### src/rtl/mux8_rr_sched.sv
// ---------------------------------------------------------------------------
// mux8_rr_sched
//   Round-robin scheduler that shares a single 8:1 bit mux among eight
//   requesters. A requester keeps the grant until it drops its request or
//   has held it for MAX_HOLD consecutive cycles. Handover to the next
//   requester happens on the same edge, so there is no idle gap. The
//   selected data bit is registered together with a valid flag.
//
// Ports
//   clk    in   1  rising-edge clock
//   rst_n  in   1  asynchronous active-low reset
//   req    in   8  request per requester (bit k = requester k)
//   din    in   8  data bit per requester (mux inputs)
//   gnt    out  8  registered one-hot grant, zero when idle
//   sel    out  3  registered mux select (index of granted requester)
//   busy   out  1  high while a grant is active
//   y      out  1  registered din[sel], sampled while granted
//   y_vld  out  1  high when y holds a sample taken during a grant
// ---------------------------------------------------------------------------
module mux8_rr_sched #(
   parameter int MAX_HOLD = 4,
   parameter int CNTW     = 4
) (
   input  logic       clk,
   input  logic       rst_n,
   input  logic [7:0] req,
   input  logic [7:0] din,
   output logic [7:0] gnt,
   output logic [2:0] sel,
   output logic       busy,
   output logic       y,
   output logic       y_vld
);

   typedef enum logic {IDLE, GRANT} state_t;

   localparam logic [CNTW-1:0] HOLD_LIMIT = CNTW'(MAX_HOLD);

   state_t            state, state_nxt;
   logic [7:0]        gnt_nxt;
   logic [2:0]        sel_nxt;
   logic [2:0]        ptr, ptr_nxt;
   logic [CNTW-1:0]   hcnt, hcnt_nxt;
   logic              y_nxt, y_vld_nxt;
   logic [2:0]        scan_base;
   logic [2:0]        scan_idx;
   logic [2:0]        win_idx;
   logic              win_found;
   logic              release_now;

   // Round-robin search. In IDLE the scan starts at the stored pointer; in
   // GRANT it starts one past the current owner, which is exactly the value
   // the pointer takes on a release, so the current owner is still eligible
   // but is the last candidate examined. Scanning from the far end down lets
   // the closest requester to the base overwrite the others.
   always_comb begin
      scan_base = (state == GRANT) ? sel + 3'd1 : ptr;
      scan_idx  = 3'd0;
      win_idx   = 3'd0;
      win_found = 1'b0;
      for (int i = 7; i >= 0; i--) begin
         scan_idx = scan_base + 3'(i);
         if (req[scan_idx]) begin
            win_found = 1'b1;
            win_idx   = scan_idx;
         end
      end
   end

   // The owner lets go either voluntarily (request dropped) or because its
   // hold budget is used up.
   assign release_now = (state == GRANT) && (!req[sel] || (hcnt == HOLD_LIMIT));

   // Next-state and next-output logic. Everything defaults to holding its
   // value; IDLE only watches for a winner, GRANT samples the mux every cycle
   // and either keeps counting or hands over / goes idle on release.
   always_comb begin
      state_nxt = state;
      gnt_nxt   = gnt;
      sel_nxt   = sel;
      ptr_nxt   = ptr;
      hcnt_nxt  = hcnt;
      y_nxt     = y;
      y_vld_nxt = y_vld;
      case (state)
         IDLE: begin
            y_vld_nxt = 1'b0;
            if (win_found) begin
               state_nxt = GRANT;
               gnt_nxt   = 8'b1 << win_idx;
               sel_nxt   = win_idx;
               hcnt_nxt  = CNTW'(1);
            end
         end
         GRANT: begin
            y_nxt     = din[sel];
            y_vld_nxt = 1'b1;
            if (release_now) begin
               ptr_nxt = sel + 3'd1;
               if (win_found) begin
                  gnt_nxt  = 8'b1 << win_idx;
                  sel_nxt  = win_idx;
                  hcnt_nxt = CNTW'(1);
               end else begin
                  state_nxt = IDLE;
                  gnt_nxt   = 8'b0;
                  hcnt_nxt  = '0;
               end
            end else begin
               hcnt_nxt = hcnt + CNTW'(1);
            end
         end
         default: begin
            state_nxt = IDLE;
            gnt_nxt   = 8'b0;
            hcnt_nxt  = '0;
         end
      endcase
   end

   // State and output registers. Reset clears everything at once, including
   // the round-robin pointer, even in the middle of a grant.
   always_ff @(posedge clk or negedge rst_n) begin
      if (!rst_n) begin
         state <= IDLE;
         gnt   <= 8'b0;
         sel   <= 3'd0;
         ptr   <= 3'd0;
         hcnt  <= '0;
         y     <= 1'b0;
         y_vld <= 1'b0;
      end else begin
         state <= state_nxt;
         gnt   <= gnt_nxt;
         sel   <= sel_nxt;
         ptr   <= ptr_nxt;
         hcnt  <= hcnt_nxt;
         y     <= y_nxt;
         y_vld <= y_vld_nxt;
      end
   end

   assign busy = (state == GRANT);

endmodule

### config.mk
export PLATFORM = sky130hd
export DESIGN_NAME = mux8_rr_sched
export DESIGN_NICKNAME = d
export VERILOG_FILES = /design/src/rtl/mux8_rr_sched.sv
export SDC_FILE = /design/constraint.sdc
export NUM_CORES = 1
export LEC_CHECK = 0
export BUFFER_PORTS_ARGS = -buffer_cell sky130_fd_sc_hd__buf_2
export CORE_ASPECT_RATIO = 0.9
export CORE_MARGIN = 2
export CORE_UTILIZATION = 35
export DETAILED_ROUTE_END_ITERATION = 10
export SYNTH_ARGS = -nofsm -noshare
export SYNTH_HDL_FRONTEND = slang
export SYNTH_SLANG_ARGS = --single-unit
### constraint.sdc
create_clock -name clk -period 11 [get_ports clk]
set_input_delay 1.65 -clock clk [delete_from_list [all_inputs] [get_ports clk]]
set_output_delay 1.65 -clock clk [all_outputs]
set_load 0.03 [all_outputs]
After elaboration in Yosys (flattened, before gate mapping) --
Index checks and enable logic that the tools add are counted.
Word-level totals: register bits after elaboration 21, bits of input ports 18, output and inout bits 14, word-level logic and storage cells 87
Cells by class: $add $sub $neg 9, magnitude comparators 9, eq/ne operators 3, shift-type cells 1, muxes and demuxes 52, bitwise logic cells 1, reduce and logical (&&, ||, !) cells 5
Operators with widths (count):
- less-than comparator 3 x 4 -> 1 bit (second input constant) | 9
- 2-to-1 mux 3 bit | 11
- binary-select mux 1 bit (select 3 bit) | 10
- 2-to-1 mux 8 bit | 3
- 2-to-1 mux 1 bit | 21
- one-hot mux 8 bit (2 select lines) | 1
- adder 3 bit (second input constant) | 4
- 2-to-1 mux 4 bit | 2
- one-hot mux 4 bit (2 select lines) | 1
- << shifter 1 x 3 -> 8 bit (first input constant) | 1
- adder 3 x 1 -> 3 bit (second input constant) | 2
- adder 3 x 2 -> 3 bit (second input constant) | 2
- one-hot mux 3 bit (2 select lines) | 1
- adder 4 x 1 -> 4 bit (second input constant) | 1
- equality test 4 x 3 -> 1 bit (second input constant) | 1
- one-hot mux 1 bit (2 select lines) | 2
- AND reduction 2 bit | 2
- != test 2 x 1 -> 1 bit (second input constant) | 1
- != test 2 bit (second input constant) | 1
- logical AND 1 bit | 1
- zero test 1 bit | 1
- logical OR 1 bit | 1
- inverter 1 bit | 1

Logic depth before layout (Yosys ltp) --
word-level depth 17, gate-level depth with buffers 16, mapped depth without buffers 13

Least setup slack after synthesis --
No wires, ideal clock.
kind reg-to-reg, from register sel[1], to register gnt[1], library setup time 0.075 ns, data arrival time 3.569 ns, data required time 10.925 ns, slack 7.355 ns, cell stages (with the launch flop) 14, path buffers 2, clock period less this slack 3.645 ns, cell sequence dfrtp_1 ha_1 mux2_2 clkbuf_1 ha_1 buf_4 mux2_2 o21ai_0 or2_2 a222oi_1 a21o_1 a31oi_1 or3b_4 o21ai_2
Between the ends: longest elaborated chain between the ends 17, elaborated cells on any way between the ends 54, those cells by class add/sub: 8; eq/ne: 2; shift: 1; mux: 39; reduce/logical: 4
Ends and longest elaborated chain:
- start, declared | line 29 | output logic [2:0] sel,
- start signal, assigned | line 135 | sel <= sel_nxt;
- adder 3 x 1 -> 3 bit | line 57 | scan_base = (state == GRANT) ? sel + 3'd1 : ptr;
- 2-to-1 mux 3 bit | line 57
- adder 3 bit | line 62 | scan_idx = scan_base + 3'(i);
- binary-select mux 1 bit (select 3 bit) | line 63 | if (req[scan_idx]) begin
- 2-to-1 mux 1 bit (implied by the code) | line 63
- 2-to-1 mux 3 bit (8 in a row) | line 63
- << shifter 1 x 3 -> 8 bit | line 90, 101
- 2-to-1 mux 8 bit | line 100 | if (win_found) begin
- 2-to-1 mux 8 bit | line 98 | if (release_now) begin
- one-hot mux 8 bit (2 select lines) | line 85 | case (state)
- end signal, assigned | line 134 | gnt <= gnt_nxt;
- end, declared | line 28 | output logic [7:0] gnt,
Several ways; a longest one is shown, not always the timed one. The select of a mux whose other input is x is not followed. A chain may end at the register's enable or synchronous reset.

Final worst setup path --
from register state, in the netlist busy, to register gnt[1]
Between the ends: longest elaborated chain between the ends 16, elaborated cells on any way between the ends 50, those cells by class add/sub: 7; eq/ne: 2; shift: 1; mux: 37; bitwise: 1; reduce/logical: 2
Ends and longest elaborated chain:
- start, declared | line 39 | state_t state, state_nxt;
- start signal, assigned | line 133 | state <= state_nxt;
- 2-to-1 mux 3 bit | line 57
- adder 3 bit | line 62
- binary-select mux 1 bit (select 3 bit) | line 63
- 2-to-1 mux 1 bit (implied by the code) | line 63
- 2-to-1 mux 3 bit (8 in a row) | line 63
- << shifter 1 x 3 -> 8 bit | line 90, 101
- 2-to-1 mux 8 bit | line 100
- 2-to-1 mux 8 bit | line 98
- one-hot mux 8 bit (2 select lines) | line 85
Several ways; a longest one is shown, not always the timed one. The select of a mux whose other input is x is not followed.

==> flow_summary_export.csv <==
group,metric,value,unit
synthesis,synth_area_per_cell,8.57,sq um
die,die_h,78.1,um
critical_path,crit_fanout,24,
layout,area_growth_syn_to_layout,11.3,%
placement,port_buffers,31,
synthesis,synthMostInstantiatedCell,"nand2_1",
critical_path,path_cells,"mux2_2 > ha_1 > mux2_2 > o21ai_0 > or2_2 > a222oi_1 > a21o_1 > a31oi_1 > or3b_4 > o21ai_2",
critical_path,r2r-end,"gnt[1]",
synthesis,synth.ff_latch_count,21,
sta,finalMaxSlewViolations,0,
synthesis,synth_edf_count,0,
clock_tree,path_clk_slew,0.08,ns
detailed_routing,antenna_left,0,
synthesis,netlist_area,2130,sq um
flow_run,drv_cap,0,
sta,tightestPinTransition,0.845,ns
clock_tree,cts-resized-gates,0,
critical_path,start_kind,"register",
synthesis,synth_top_area_share,24.6,%
synthesis,synth_ff_type,"dfrtp_1",
detailed_routing,vias_per_cell,6.18,
global_routing,grt_antenna_before_repair,0,
synthesis,synth_area_leaders,"dfrtp_1 (25%), mux2i_1 (7.5%), mux4_1 (4.9%)",
layout,final_layout_size_suffix_gt1_share,19.6,%
synthesis,yosysUniqueCellTypes,60,
placement,place.gp.congestion,0.939,
critical_path,crit_required,11.19,ns
critical_path,r2r_start,"busy",
layout,diodes,0,
sta,setup_viol,0,
sta,setup-tns-final,0,ns
critical_path,cpMostUsedCell,"mux2_2",
synthesis,yosysTopAreaCell,"dfrtp_1",
clock_tree,insertion_delay,0.26,ns
worst_hold_path,hold_path.startpoint,"gnt[0]",
worst_hold_path,min_path_cells,2,
sta,rsz0062_at_grt,"no",
die,initial_core_util,36.9,%
detailed_routing,wl,5910,um
layout,fin_nets,299,
detailed_routing,drt_iter0_drc,339,
detailed_routing,drt_pass1_iterations,5,
sta,finalCriticalPeriod,4.24,ns
clock_tree,cts_hold_buf,0,
synthesis,async_reset_ff_share,100,%
clock_tree,ctsHtreeMaxLevel,1,
detailed_routing,vias,2133,
sta,skew,0.00623,ns
detailed_routing,drc,0,
global_routing,grt_pass1_wl,10100,um
global_routing,grt_usage,18.4,%
status,outcome,"completed",
synthesis,synth_fp_nets,272,
clock_tree,numCtsBuffers,3,
critical_path,r2r_slack,6.76,ns
critical_path,cpMaxStageDelayCell,"dfrtp_1",
critical_path,max_stage_delay,0.86,ns
global_routing,overflow,0,
die,die_w,86.3,um
sta,slew_headroom,42.0,%
detailed_routing,routedWlPerCell,17.1,um
die,core-area,5790,sq um
worst_hold_path,hold_path_end,"gnt[0]",
clock_tree,cts_setup_buffers,0,
die,rows,26,
clock_tree,cts.sinks,21,
clock_tree,cts_tree,"built",
sta,fmax,0.236,GHz
synthesis,synth_cells,249,
critical_path,worst-setup-path-type,"reg -> reg",
sta,hold_violations,0,
clock_tree,clock-root-buffer,"clkbuf_8",
critical_path,critPathArrivalTime,4.43,ns
synthesis,synthTopCellsByCount,"nand2_1 (26), dfrtp_1 (21), o21ai_0 (20), nand3_1 (19)",
worst_hold_path,hold_class,"reg -> reg",
sta,fin_crit_sh,38.5,%
synthesis,ys_seq_area_share,24.6,%
global_routing,grt_max_degree,25,
die,num_io_pins,32,
global_routing,grt_pass1_vias,1984,
placement,dpl.hpwl,4580,um
die,die_area,6740,sq um
critical_path,end_kind,"register",
clock_tree,cts_max_path_buffers,2,
critical_path,worstRegToRegCells,10,
synthesis,synth_warnings,0,
==> cells in the final DEF, fill, tap and decap left out, drive strengths merged, types with 2 or more instances in the layout <==
master	n
xor2	3
nor2b	4
o211a	2
nand2b	3
nor2	11
a31oi	3
ha	5
a211o	2
o22ai	2
a21o	4
buf	32
mux2	6
a21oi	19
a32o	5
nand2	26
a22o	3
and2	5
inv	9
nand3b	2
mux2i	16
dfrtp	21
a211oi	3
clkbuf	4
and3	2
nor3	4
o211ai	5
xnor2	3
nand3	19
mux4	5
o21a	2
nand4	2
o221ai	2
o21ai	24
==> worst max-delay path by stage <==
stage,end,start
after floorplan,gnt[1],sel[1]
after global placement,gnt[7],req[5]
after detailed placement,gnt[1],busy
after CTS,gnt[1],busy
after global routing,gnt[0],sel[0]
final,gnt[1],busy
==> per-layer routing <==
metal  global-route usage, %  vias to the layer above  wire length (um)
met5                       0                        -                 0
li1                        -                     1008                 -
met3                    4.52                        8               602
met1                    28.1                     1004              2700
met4                    2.34                        0                34
met2                    26.8                      113              2570
==> state kept, by name, summed over array words and instances, names as in the netlist <==
signal / count
sel: 3
y: 1
hcnt: 4
y_vld: 1
busy: 1
ptr: 3
gnt: 8
==> final cells by class <==
| class | count | area, sq um |
|---|---|---|
| flip-flops and latches | 21 | 526 |
| clock buffers | 4 | 45.0 |
| repair buffers | 32 | 163 |
| fillers | 595 | 3420 |
| well taps | 70 | 87.6 |
| multi-input cells | 208 | 1510 |
| inverters | 10 | 40.0 |
==> kinds of logic (layout without fill, tap and decap cells) <==
| logic type | count (synthesis) | count (layout) | share of synthesized area, % |
|---|---|---|---|
| AOI/OAI and AO/OA | 86 | 86 | 28.0 |
| xor gates and xnor gates | 6 | 6 | 2.46 |
| adders and majority gates | 5 | 5 | 2.93 |
| buffers and inverters | 20 | 46 | 4.45 |
| DFF | 21 | 21 | 24.6 |
| muxes | 27 | 27 | 16.6 |
| and+or+nand+nor | 84 | 84 | 20.9 |
==> worst max-delay path, delay by kind of cell, from the launching register on <==
family / cells / cell delay [ns]
adder cells (fa/ha/maj): 1 / 0.55
flip-flops: 1 / 0.86
multiplexers: 2 / 0.93
AND/OR/NAND/NOR: 2 / 0.66
AO/OA/AOI/OAI: 5 / 1.16
==> per-stage QoR <==
| stage | hold slack, ns | instances | area [sq um] | utilization [%] | setup slack, ns |
|---|---|---|---|---|---|
| final | 0.489 | 345 | 2370 | 41.0 | 6.76 |
| after global routing | 0.529 | 345 | 2370 | 41.0 | 6.56 |
| after CTS | 0.491 | 345 | 2370 | 41.0 | 6.79 |
| after detailed placement | 0.474 | 341 | 2330 | 40.2 | 6.81 |
| after global placement | 0.469 | 341 | 2330 | 40.2 | 6.80 |
| after floorplan | 0.464 | 249 | 2130 | - | 7.36 |
Power is not shown: default switching activity piles up to over one toggle a cycle in this logic, so the estimate is an artifact.
